$ cat src/rtl/calculator_keypad_scan.sv
// 4x4 active-low matrix keypad scanner with frame-level debounce.
// Emits a one-cycle key_valid per accepted press and key_down while held.
module calculator_keypad_scan #(
    parameter int unsigned SCAN_DIV        = 100000,
    parameter int unsigned DEBOUNCE_FRAMES = 4
) (
    input  logic       clk,
    input  logic       rst,
    input  logic [3:0] key_col,
    output logic [3:0] key_row,
    output logic [3:0] key_code,
    output logic       key_valid,
    output logic       key_down
);

    localparam int unsigned DivW = $clog2(SCAN_DIV);
    localparam int unsigned CntW = $clog2(DEBOUNCE_FRAMES + 1);
    localparam logic [DivW-1:0] DivLast = DivW'(SCAN_DIV - 1);
    localparam logic [CntW-1:0] CntLast = CntW'(DEBOUNCE_FRAMES);

    typedef enum logic [1:0] {StIdle, StDebnc, StHeld, StRel} state_e;

    logic [3:0]      col_meta_q, col_sync_q;
    logic [DivW-1:0] div_q;
    logic [1:0]      row_q;
    logic [3:0]      key_row_q;
    logic [1:0]      acc_cnt_q, acc_cnt_d;
    logic [3:0]      acc_code_q, acc_code_d;
    logic            res_valid_q, res_key_q;
    logic [3:0]      res_code_q;
    state_e          state_q, state_d;
    logic [3:0]      cand_q, cand_d;
    logic [CntW-1:0] cnt_q, cnt_d, cnt_inc;
    logic [3:0]      key_code_q, key_code_d;
    logic            key_valid_q, key_valid_d;
    logic            key_down_q, key_down_d;

    logic            slot_end;
    logic [3:0]      low;
    logic [2:0]      low_n, acc_sum;
    logic [1:0]      col_idx;
    logic [1:0]      row_nxt;

    assign slot_end = (div_q == DivLast);
    assign low      = ~col_sync_q;
    assign row_nxt  = row_q + 2'd1;

    // Accumulator saturates at 2: any frame with two or more low columns is MULTI.
    always_comb begin
        low_n   = 3'(low[0]) + 3'(low[1]) + 3'(low[2]) + 3'(low[3]);
        acc_sum = {1'b0, acc_cnt_q} + low_n;
        col_idx = 2'd0;
        for (int i = 3; i >= 0; i--) begin
            if (low[i]) col_idx = 2'(i);
        end
        acc_cnt_d  = (acc_sum >= 3'd2) ? 2'd2 : acc_sum[1:0];
        acc_code_d = acc_code_q;
        if (acc_cnt_q == 2'd0 && low_n == 3'd1) acc_code_d = {row_q, col_idx};
    end

    always_ff @(posedge clk) begin
        if (rst) begin
            col_meta_q  <= 4'hF;
            col_sync_q  <= 4'hF;
            div_q       <= '0;
            row_q       <= 2'd0;
            key_row_q   <= 4'b1110;
            acc_cnt_q   <= 2'd0;
            acc_code_q  <= 4'd0;
            res_valid_q <= 1'b0;
            res_key_q   <= 1'b0;
            res_code_q  <= 4'd0;
        end else begin
            col_meta_q  <= key_col;
            col_sync_q  <= col_meta_q;
            res_valid_q <= 1'b0;
            if (slot_end) begin
                div_q     <= '0;
                row_q     <= row_nxt;
                key_row_q <= ~(4'b0001 << row_nxt);
                if (row_q == 2'd3) begin
                    res_valid_q <= 1'b1;
                    res_key_q   <= (acc_cnt_d == 2'd1);
                    res_code_q  <= acc_code_d;
                    acc_cnt_q   <= 2'd0;
                    acc_code_q  <= 4'd0;
                end else begin
                    acc_cnt_q  <= acc_cnt_d;
                    acc_code_q <= acc_code_d;
                end
            end else begin
                div_q <= div_q + DivW'(1);
            end
        end
    end

    assign cnt_inc = cnt_q + CntW'(1);

    always_comb begin
        state_d     = state_q;
        cand_d      = cand_q;
        cnt_d       = cnt_q;
        key_code_d  = key_code_q;
        key_valid_d = 1'b0;
        key_down_d  = key_down_q;
        if (res_valid_q) begin
            unique case (state_q)
                StIdle: begin
                    if (res_key_q) begin
                        cand_d = res_code_q;
                        if (DEBOUNCE_FRAMES == 1) begin
                            state_d     = StHeld;
                            key_code_d  = res_code_q;
                            key_valid_d = 1'b1;
                            key_down_d  = 1'b1;
                        end else begin
                            cnt_d   = CntW'(1);
                            state_d = StDebnc;
                        end
                    end
                end
                StDebnc: begin
                    if (!res_key_q) begin
                        state_d = StIdle;
                        cnt_d   = '0;
                    end else if (res_code_q != cand_q) begin
                        cand_d = res_code_q;
                        cnt_d  = CntW'(1);
                    end else if (cnt_inc == CntLast) begin
                        state_d     = StHeld;
                        cnt_d       = cnt_inc;
                        key_code_d  = cand_q;
                        key_valid_d = 1'b1;
                        key_down_d  = 1'b1;
                    end else begin
                        cnt_d = cnt_inc;
                    end
                end
                StHeld: begin
                    if (!res_key_q) begin
                        if (DEBOUNCE_FRAMES == 1) begin
                            state_d    = StIdle;
                            key_down_d = 1'b0;
                        end else begin
                            cnt_d   = CntW'(1);
                            state_d = StRel;
                        end
                    end
                end
                StRel: begin
                    if (res_key_q) begin
                        state_d = StHeld;
                    end else if (cnt_inc == CntLast) begin
                        state_d    = StIdle;
                        cnt_d      = '0;
                        key_down_d = 1'b0;
                    end else begin
                        cnt_d = cnt_inc;
                    end
                end
                default: state_d = StIdle;
            endcase
        end
    end

    always_ff @(posedge clk) begin
        if (rst) begin
            state_q     <= StIdle;
            cand_q      <= 4'd0;
            cnt_q       <= '0;
            key_code_q  <= 4'd0;
            key_valid_q <= 1'b0;
            key_down_q  <= 1'b0;
        end else begin
            state_q     <= state_d;
            cand_q      <= cand_d;
            cnt_q       <= cnt_d;
            key_code_q  <= key_code_d;
            key_valid_q <= key_valid_d;
            key_down_q  <= key_down_d;
        end
    end

    assign key_row   = key_row_q;
    assign key_code  = key_code_q;
    assign key_valid = key_valid_q;
    assign key_down  = key_down_q;

endmodule

$ cat config.mk
export PLATFORM = sky130hd
export DESIGN_NAME = calculator_keypad_scan
export DESIGN_NICKNAME = d
export VERILOG_FILES = /design/src/rtl/calculator_keypad_scan.sv
export SDC_FILE = /design/constraint.sdc
export NUM_CORES = 1
export LEC_CHECK = 0
export BUFFER_PORTS_ARGS = -buffer_cell sky130_fd_sc_hd__buf_2
export CAP_MARGIN = 20
export CORE_MARGIN = 5
export CORE_UTILIZATION = 35
export CTS_CLUSTER_DIAMETER = 30
export DETAILED_ROUTE_END_ITERATION = 7
export GPL_ROUTABILITY_DRIVEN = 0
export GPL_TIMING_DRIVEN = 0
export PLACE_DENSITY = 0.54
export SLEW_MARGIN = 20
export SYNTH_ARGS = -nofsm -noshare
export SYNTH_HDL_FRONTEND = slang
export SYNTH_SLANG_ARGS = --single-unit
$ cat constraint.sdc
create_clock -name clk -period 2.3 [get_ports clk]
set_input_delay 0.345 -clock clk [delete_from_list [all_inputs] [get_ports clk]]
set_output_delay 0.345 -clock clk [all_outputs]
set_load 0.1 [all_outputs]
==> impl_metrics.py, run 1 <==
metrics = {
    "detailed_routing": {
        "viasPerCell": 5.16,
        "antenna_left": 0,
        "drtIter0Drc": 92,
        "dr.pass1.iters": 4,
        "routed_wl_um": 6060,
        "drc": 0,
        "wl_per_cell_um": 13.7,
        "vias": 2285,
    },
    "final_layout": {
        "area_delta_synth_final_pct": 20.5,
        "num_antenna_cells": 0,
        "fin_cells": 443,
        "final_common_cell": "dfxtp_1",
        "finalInstanceArea_um2": 3350,
        "drive_above_1_share": 0.211,
        "final_cell_mix": "55 x dfxtp_1, 35 x nand2_1, 20 x buf_2",
        "final_nets": 356,
    },
    "clocking": {
        "cts_buffer_depth": 2,
        "insertion_delay_ns": 0.34,
        "postCtsHoldBufs": 0,
        "cts_made_buffers": 9,
        "clk_pin_slew_ns": 0.07,
        "root_buffer": "clkbuf_8",
        "clock-sinks": 58,
        "ctsHtreeMaxLevel": 3,
        "tritoncts": "done",
    },
    "outcome": {
        "failed_checks": "negative setup slack",
        "status": "finished with violations",
    },
    "setup_path": {
        "required_ns": 2.59,
        "worstPathArrival_ns": 2.83,
        "worst_setup_path_start_kind": "register",
        "reg2regPathDepth": 9,
        "critPathKind": "register to register",
        "crit_path_end_kind": "register",
        "cp_max_fo": 4,
        "reg2reg_slack_ns": -0.23,
        "r2r-start": "col_sync_q[1]",
        "reg2reg_to": "res_code_q[3]",
    },
    "floorplanning": {
        "ioPinCount": 16,
        "die_width_um": 99.1,
        "design.core.area_um2": 7730,
        "dieArea_um2": 9830,
        "rows": 32,
        "die_y_um": 99.1,
        "initial_utilization": 0.360,
    },
    "global_route": {
        "grt_antenna_before_repair": 0,
        "groute.usage.overall": 0.135,
        "grt_max_degree": 11,
        "overflow": 0,
        "grt_pass1_wl_um": 10700,
        "grt_pass1_vias": 2307,
    },
    "sta": {
        "min_period_over_period": 1.10,
        "worst_pin_slew_ns": 0.582,
        "tns_ns": -1.68,
        "finalClockSkew_ns": 0.00672,
        "final_max_slew_viol_count": 0,
        "worst_slack_ns": -0.235,
        "hold_viol": 0,
        "rsz0062_at_grt": "yes",
        "fmax_mhz": 395,
        "slew_headroom": 0.612,
        "hold_ws_ns": 0.181,
        "timing.final.crit_period_ns": 2.53,
        "setup_viol": 10,
    },
    "yosys": {
        "ys_seq_area_frac": 0.417,
        "synth_edf_count": 0,
        "syn_area_um2": 2780,
        "synth_cell_types": 49,
        "syn-num-nets": 325,
        "yosysWarnings": 0,
        "yosys_most_used_dff": "dfxtp_1",
        "avgSynthCellArea_um2": 9.12,
        "ys_ff_latch": 58,
        "synth-async-reset-ratio": 0,
        "synthCells": 305,
    },
    "min_path": {
        "min_path_type": "input pin to register",
        "hold_end": "col_meta_q[3]",
        "hold_depth": 2,
        "min-delay-start": "key_col[3]",
    },
    "pwr": {
        "peakVddDrop_v": 0.000326,
        "p_leak_uw": 0.00131,
        "power_density_nw_per_um2": 669,
    },
    "placed_design": {
        "port-buffer-count": 15,
        "placed_area_um2": 3010,
        "dp_cells": 422,
        "pre_cts_ws_ns": -0.188,
        "dpl.hpwl_um": 4150,
    },
    "job": {
        "maxCapViolations": 0,
    },
}
[synth_stat cells (2+ instances only)]
cell type | count | area share
o21a_1 | 2 | 0.0054
buf_2 | 5 | 0.0090
nand4b_1 | 2 | 0.0063
o41ai_1 | 2 | 0.0063
o211ai_1 | 9 | 0.024
mux2i_1 | 7 | 0.025
fa_1 | 2 | 0.014
o21ai_0 | 7 | 0.013
a21oi_1 | 15 | 0.027
and4_1 | 5 | 0.016
a211oi_1 | 2 | 0.0054
xor2_1 | 17 | 0.054
nand3_1 | 14 | 0.025
nand4_1 | 12 | 0.027
or2_2 | 9 | 0.020
nor2_1 | 16 | 0.022
o32ai_1 | 2 | 0.0063
ha_1 | 12 | 0.054
o311ai_0 | 4 | 0.013
nand2_1 | 35 | 0.047
or3_1 | 3 | 0.0067
nand2b_1 | 3 | 0.0067
nor4b_1 | 6 | 0.019
dfxtp_1 | 58 | 0.42
clkbuf_1 | 14 | 0.019
and3_1 | 3 | 0.0067
a31oi_1 | 6 | 0.013
inv_1 | 12 | 0.016
[logic make-up (layout without fill, tap and decap cells)]
family,count (synthesis),in the layout,synth area share
adder cells (fa/ha/maj),14,14,0.0684
flip-flops,58,58,0.417
buffers and inverters,32,68,0.0468
AND/OR/NAND/NOR,119,119,0.245
XOR/XNOR,18,18,0.0567
AO/OA/AOI/OAI,57,57,0.141
multiplexers,7,7,0.0252
[repair_timing]
| item | 4_1_cts | 5_1_grt |
|---|---|---|
| setup endpoints to repair | 11 | 11 |
| pin swaps | 8 | 2 |
| gates resized for setup | 6 | 4 |
| cloned | 0 | 0 |
| setup buffers | 2 | 3 |
[state kept, by name (all words and copies together), names as in the netlist, 2 cells and up, named ones only]
signal,count
key_row,4
col_sync_q,4
cand_q,4
col_meta_q,4
acc_code_q,4
res_code_q,4
row_q,2
acc_cnt_q,2
div_q,17
key_code,4
cnt_q,3
[power breakdown]
group          internal, uW  total [uW]  switching [uW]
sequential             1020        1020            6.31
combinational          51.9         110            57.6
clock                   697        1110             412
total                  1760        2240             476
[layout make-up]
type	count	area, um2
repair buffers	20	125
clock inverters	4	72.6
clock buffers	12	165
flip-flops and latches	58	1160
well taps	102	128
plain buffers	20	85.1
multi-input cells	215	1570
inverters	12	45.0
fillers	761	4380
[through the flow]
stage | util | power, uW
floorplan | - | 1100
global placement | 0.389 | 1130
detailed placement | 0.389 | 1130
CTS | 0.426 | 2250
global route | 0.434 | 2340
finish | 0.434 | 2240
[worst max path at each step]
stage	startpoint	end	slack, ns
after floorplan	col_sync_q[0]	res_code_q[1]	-0.08
after global placement	col_sync_q[0]	res_code_q[1]	-0.21
after detailed placement	col_sync_q[0]	acc_code_q[1]	-0.19
after CTS	col_sync_q[0]	acc_code_q[1]	-0.18
after global routing	col_sync_q[1]	acc_code_q[0]	-0.31
final	col_sync_q[1]	res_code_q[3]	-0.23
[critical path, stage by stage (launching register included)]
cell     delay [ns]
dfxtp_2        0.34
inv_2          0.05
fa_1           0.56
ha_4           0.15
ha_4           0.19
or4b_4         0.52
nor2_4         0.18
buf_12         0.13
mux2i_2        0.21
a21bo_2        0.14
[layer usage]
layer	global-route usage	share of wire	up-vias
li1	-	-	1154
met1	0.172	0.48	1073
met2	0.205	0.45	45
met3	0.0477	0.047	13
met4	0.0620	0.018	0
met5	0	0	-
Power figures use the tool's default switching activity.
==> run 2, diff against run 1 <==
--- a/config.mk
+++ b/config.mk
@@ -13,7 +13,8 @@
 export DETAILED_ROUTE_END_ITERATION = 7
 export GPL_ROUTABILITY_DRIVEN = 0
 export GPL_TIMING_DRIVEN = 0
-export PLACE_DENSITY = 0.54
+export PLACE_DENSITY_LB_ADDON = 0.08
+export SKIP_LAST_GASP = 1
 export SLEW_MARGIN = 20
 export SYNTH_ARGS = -nofsm -noshare
 export SYNTH_HDL_FRONTEND = slang
==> constraint.sdc (replaced) <==
create_clock -name clk -period 2.5 [get_ports clk]
set_input_delay 0.375 -clock clk [delete_from_list [all_inputs] [get_ports clk]]
set_output_delay 0.375 -clock clk [all_outputs]
set_load 0.1 [all_outputs]
==> impl_metrics.py, run 2 (synthesis gave the netlist of run 1 again) <==
metrics = {
    "outcome": {
        "status": "finished with violations",
        "failed_checks": "negative setup slack",
    },
    "detailed_routing": {
        "wl_per_cell_um": 14.2,
        "dr.pass1.iters": 4,
        "viasPerCell": 5.15,
        "vias": 2271,
        "antenna_left": 0,
        "drtIter0Drc": 89,
        "routed_wl_um": 6280,
        "drc": 0,
    },
    "global_route": {
        "groute.usage.overall": 0.134,
        "grt_pass1_wl_um": 10600,
        "overflow": 0,
        "grt_antenna_before_repair": 0,
        "grt_max_degree": 11,
        "grt_pass1_vias": 2248,
    },
    "setup_path": {
        "cp_slowest_cell": "fa_1",
        "startpoint": "col_sync_q[0]",
        "worst_setup_path_start_kind": "register",
        "crit_path_end_kind": "register",
        "required_ns": 2.70,
        "critPathKind": "register to register",
        "worstPathArrival_ns": 2.74,
        "r2r-start": "col_sync_q[0]",
        "crit_path_max_incr_delay_ns": 0.54,
        "cp_max_fo": 5,
        "cp_cell_sequence": "inv_4 > fa_1 > ha_2 > ha_4 > or4b_4 > nor2_4 > mux2i_2 > o41ai_1",
    },
    "floorplanning": {
        "die_y_um": 99.1,
        "design.core.area_um2": 7730,
        "die_width_um": 99.1,
        "initial_utilization": 0.360,
        "dieArea_um2": 9830,
        "rows": 32,
        "ioPinCount": 16,
    },
    "sta": {
        "timing.final.crit_period_ns": 2.54,
        "min_period_over_period": 1.02,
        "slew_headroom": 0.616,
        "hold_viol": 0,
        "worst_pin_slew_ns": 0.576,
        "fmax_mhz": 394,
        "finalClockSkew_ns": 0.00755,
        "final_max_slew_viol_count": 0,
        "rsz0062_at_grt": "yes",
        "setup_viol": 2,
        "worst_slack_ns": -0.0378,
    },
    "clocking": {
        "insertion_delay_ns": 0.33,
        "cts_buffer_depth": 2,
        "clock-sinks": 58,
        "cts_made_buffers": 9,
        "ctsHtreeMaxLevel": 3,
        "tritoncts": "done",
        "postCtsHoldBufs": 0,
        "root_buffer": "clkbuf_8",
        "clk_pin_slew_ns": 0.07,
    },
    "pwr": {
        "peakVddDrop_v": 0.000297,
        "p_leak_uw": 0.00128,
        "power_density_nw_per_um2": 602,
    },
    "final_layout": {
        "regMostFlops": "div_q",
        "drive_above_1_share": 0.198,
        "final_cell_mix": "56 x dfxtp_1, 35 x nand2_1, 20 x buf_2",
        "final_common_cell": "dfxtp_1",
        "finalInstanceArea_um2": 3310,
        "num_antenna_cells": 0,
        "area_delta_synth_final_pct": 19.0,
        "largest_register_ffs": 17,
        "final_nets": 354,
        "n_fill_cell": 801,
        "fin_cells": 441,
    },
    "min_path": {
        "min-delay-start": "key_col[2]",
        "min_path_type": "input pin to register",
    },
    "placed_design": {
        "placed_area_um2": 2980,
        "dp_cells": 422,
        "dpl.hpwl_um": 4240,
        "port-buffer-count": 15,
    },
    "job": {
        "maxCapViolations": 0,
    },
}
## run 2: worst max-delay path, delay by kind of cell, from the launching register on
family | cells | cell delay [ns]
multiplexers | 1 | 0.29
AND/OR/NAND/NOR | 2 | 0.73
adder cells (fa/ha/maj) | 3 | 0.93
flip-flops | 1 | 0.34
buffers and inverters | 1 | 0.04
AO/OA/AOI/OAI | 1 | 0.09
## run 2: worst paths after layout
| path | end | slack [ns] | cells after the start |
|---|---|---|---|
| setup / recovery | acc_code_q[1] | -0.04 | 8 |
| hold / removal | col_meta_q[2] | 0.22 | 2 |
| setup reg to reg | acc_code_q[1] | -0.04 | 8 |
| hold reg to reg | col_sync_q[1] | 0.41 | 1 |
## run 2: power breakdown
| group | switching, uW | internal (uW) | total (uW) |
|---|---|---|---|
| Clock | 374 | 589 | 963 |
| Combinational | 51.8 | 35.8 | 87.6 |
| Sequential | 6.19 | 934 | 940 |
## run 2: final cells by class
class	count	area [um2]	area share
Multi-Input combinational cell	215	1570	0.474
Buffer	20	85.1	0.0257
Clock buffer	12	145	0.0439
Sequential cell	58	1160	0.352
Clock inverter	4	75.1	0.0227
Timing Repair Buffer	18	97.6	0.0295
Tap cell	102	128	0.0386
Inverter	12	47.5	0.0144
## run 2: per-layer routing
metal | vias up | routed length [um] | global-route usage | part of all wire
met3 | 11 | 133 | 0.0273 | 0.021
met1 | 1087 | 3020 | 0.167 | 0.48
li1 | 1151 | - | - | -
met5 | - | 0 | 0 | 0
met2 | 22 | 3060 | 0.223 | 0.49
met4 | 0 | 71 | 0.0567 | 0.011
## run 2: repair_timing
item	in CTS	in global routing
gates resized for setup	8	9
setup endpoints to repair	10	9
buffers inserted	2	1
pin swaps	4	8
## run 2: through the flow
step	utilization	total power (uW)	setup TNS, ns	hold WS (ns)	setup slack [ns]
after floorplan	-	1010	0	0.389	0.0406
after global placement	0.386	1040	-0.742	0.391	-0.130
after detailed placement	0.386	1040	-0.854	0.394	-0.132
after CTS	0.421	2020	-0.0753	0.202	-0.0409
after global routing	0.428	2080	-0.582	0.209	-0.0998
final	0.428	1990	-0.0630	0.219	-0.0378
==> run 3, diff against run 2 <==
--- a/config.mk
+++ b/config.mk
@@ -5,6 +5,7 @@
 export SDC_FILE = /design/constraint.sdc
 export NUM_CORES = 1
 export LEC_CHECK = 0
+export ABC_AREA = 1
 export BUFFER_PORTS_ARGS = -buffer_cell sky130_fd_sc_hd__buf_2
 export CAP_MARGIN = 20
 export CORE_MARGIN = 5
==> constraint.sdc (replaced) <==
create_clock -name clk -period 2.5 [get_ports clk]
set_input_delay 0.25 -clock clk [delete_from_list [all_inputs] [get_ports clk]]
set_output_delay 0.25 -clock clk [all_outputs]
set_load 0.1 [all_outputs]
==> impl_metrics.py, run 3 <==
metrics = {
    "outcome": {
        "status": "finished, final reports clean",
    },
    "final_layout": {
        "largest_register_ffs": 17,
        "final_cell_mix": "72 x nand2_1, 57 x dfxtp_1, 56 x nor2_1",
        "regMostFlops": "div_q",
        "final_nets": 424,
        "final_common_cell": "nand2_1",
        "drive_above_1_share": 0.193,
        "finalCoreUtilization": 0.416,
        "num_antenna_cells": 0,
        "area_delta_synth_final_pct": 15.1,
    },
    "yosys": {
        "synth-async-reset-ratio": 0,
        "yosys_most_used_dff": "dfxtp_1",
        "syn_area_um2": 2810,
        "ys_ff_latch": 58,
        "synth_top_area_cell": "dfxtp_1",
        "synth.most_common_cell": "nand2_1",
        "avgSynthCellArea_um2": 7.45,
        "syn-num-nets": 397,
        "ys_seq_area_frac": 0.413,
        "ys_top_cells_by_area": "dfxtp_1 41%, nand2_1 9.6%, nor2_1 7.5%",
        "yosysWarnings": 0,
        "synth_edf_count": 0,
        "yosysTopAreaCellShare": 0.413,
        "synth_cell_types": 33,
        "synthCells": 377,
        "synth_common_cells": "72 x nand2_1, 58 x dfxtp_1, 56 x nor2_1",
    },
    "min_path": {
        "min_path_type": "input pin to register",
    },
    "pwr": {
        "p_leak_uw": 0.00131,
        "p_switching_uw": 413,
        "power_density_nw_per_um2": 563,
        "p_int_uw": 1410,
        "p_comb_frac": 0.046,
        "peakVddDrop_v": 0.000296,
        "sequentialPowerShare": 0.518,
        "p_sw_frac": 0.227,
        "clockPowerShare": 0.435,
    },
    "sta": {
        "finalClockSkew_ns": 0.00802,
        "worst_pin_slew_ns": 0.510,
        "timing.final.crit_period_ns": 2.38,
        "final_max_slew_viol_count": 0,
        "tns_ns": 0,
        "rsz0062_at_grt": "no",
        "setup_viol": 0,
        "fmax_mhz": 421,
        "slew_headroom": 0.660,
        "hold_viol": 0,
        "min_period_over_period": 0.951,
    },
    "global_route": {
        "overflow": 0,
        "groute.usage.overall": 0.122,
        "grt_antenna_before_repair": 0,
        "grt_max_degree": 11,
        "grt_pass1_vias": 2271,
        "grt_pass1_wl_um": 9810,
    },
    "placed_design": {
        "port-buffer-count": 15,
        "dpl.hpwl_um": 4070,
    },
    "setup_path": {
        "reg2reg_slack_ns": 0.12,
        "worstPathArrival_ns": 2.59,
        "critPathKind": "register to register",
        "required_ns": 2.71,
        "crit_path_end_kind": "register",
        "cp_max_fo": 2,
        "worst_setup_path_start_kind": "register",
    },
    "clocking": {
        "ctsHtreeMaxLevel": 3,
        "clock-sinks": 58,
        "insertion_delay_ns": 0.32,
        "tritoncts": "done",
        "cts_buffer_depth": 2,
        "cts_made_buffers": 9,
        "root_buffer": "clkbuf_8",
        "clk_pin_slew_ns": 0.06,
    },
    "detailed_routing": {
        "routed_wl_um": 5560,
        "dr.pass1.iters": 4,
        "viasPerCell": 4.49,
        "antenna_left": 0,
        "wl_per_cell_um": 10.9,
        "drtIter0Drc": 65,
        "vias": 2294,
        "drc": 0,
    },
    "floorplanning": {
        "dieArea_um2": 9920,
        "die_y_um": 99.6,
        "rows": 32,
        "design.core.area_um2": 7770,
        "initial_utilization": 0.362,
        "die_width_um": 99.6,
        "ioPinCount": 16,
    },
    "job": {
        "maxCapViolations": 0,
    },
}
run 3: cell types whose count changed after synthesis, moves of 12 or more:
cell      before  now
nor2_1        16   56
inv_1         12   49
nand2_1       35   72
xor2_1        17    2
o21ai_0        7   20
clkbuf_1      14    2
run 3: repair_timing:
action | CTS | global route
cloned | 0 | 0
setup endpoints to repair | 2 | 6
pin swaps | 1 | 2
setup buffers | 0 | 1
gates resized for setup | 2 | 3
hold buffers | 0 | 0
run 3: cells by family after synthesis:
kind of cell,Yosys count,synth area share
xor gates and xnor gates,3,0.00935
and+or+nand+nor,188,0.320
buffers and inverters,63,0.0922
adders and majority gates,14,0.0677
DFF,58,0.413
AOI/OAI and AO/OA,51,0.0975
run 3: metal layers:
layer / GRT usage / part of all wire
met5: 0 / 0
met4: 0.0347 / 0.0072
met3: 0.0400 / 0.035
met2: 0.196 / 0.43
met1: 0.157 / 0.53
run 3: through the flow:
step	instance area, um2	hold WS [ns]	total power (uW)	std cells	setup slack [ns]
2_1_floorplan	2810	0.354	1020	377	0.120
5_1_grt	3230	0.0828	1920	511	0.00322
3_3_place_gp	3010	0.393	1040	494	-0.0161
6_report	3230	0.110	1820	511	0.123
4_1_cts	3210	0.0866	1860	510	0.000945
3_5_place_dp	3010	0.403	1040	494	0.0000713
run 3: critical path, stage by stage, from the launching register on:
cell	delay (ns)
dfxtp_2	0.33
inv_1	0.05
fa_1	0.57
ha_4	0.21
ha_2	0.17
fa_1	0.37
or2_4	0.26
nand4_1	0.07
inv_1	0.07
nor2_1	0.11
nor2_1	0.06
run 3: final cells by class:
class	instances	area, um2
Fill cell	828	4530
Sequential cell	58	1160
Buffer	6	45.0
Inverter	57	214
Multi-Input combinational cell	256	1420
Clock buffer	14	173
Clock inverter	2	10.0
Tap cell	102	128
Timing Repair Buffer	16	82.6
run 3: worst paths after layout:
path	from	end	cells past startpoint
max	col_sync_q[3]	res_key_q	10
min	key_col[2]	col_meta_q[2]	2
max reg2reg	col_sync_q[3]	res_key_q	10
min reg2reg	col_meta_q[3]	col_sync_q[3]	1
run 3: power by group through the flow:
stage | Sequential (uW) | Combinational [uW] | Clock, uW
5_1_grt | 945 | 97.0 | 877
3_3_place_gp | 965 | 79.8 | 0
2_1_floorplan | 963 | 57.3 | 0
6_report | 944 | 84.1 | 793
3_5_place_dp | 965 | 79.7 | 0
4_1_cts | 944 | 81.4 | 834
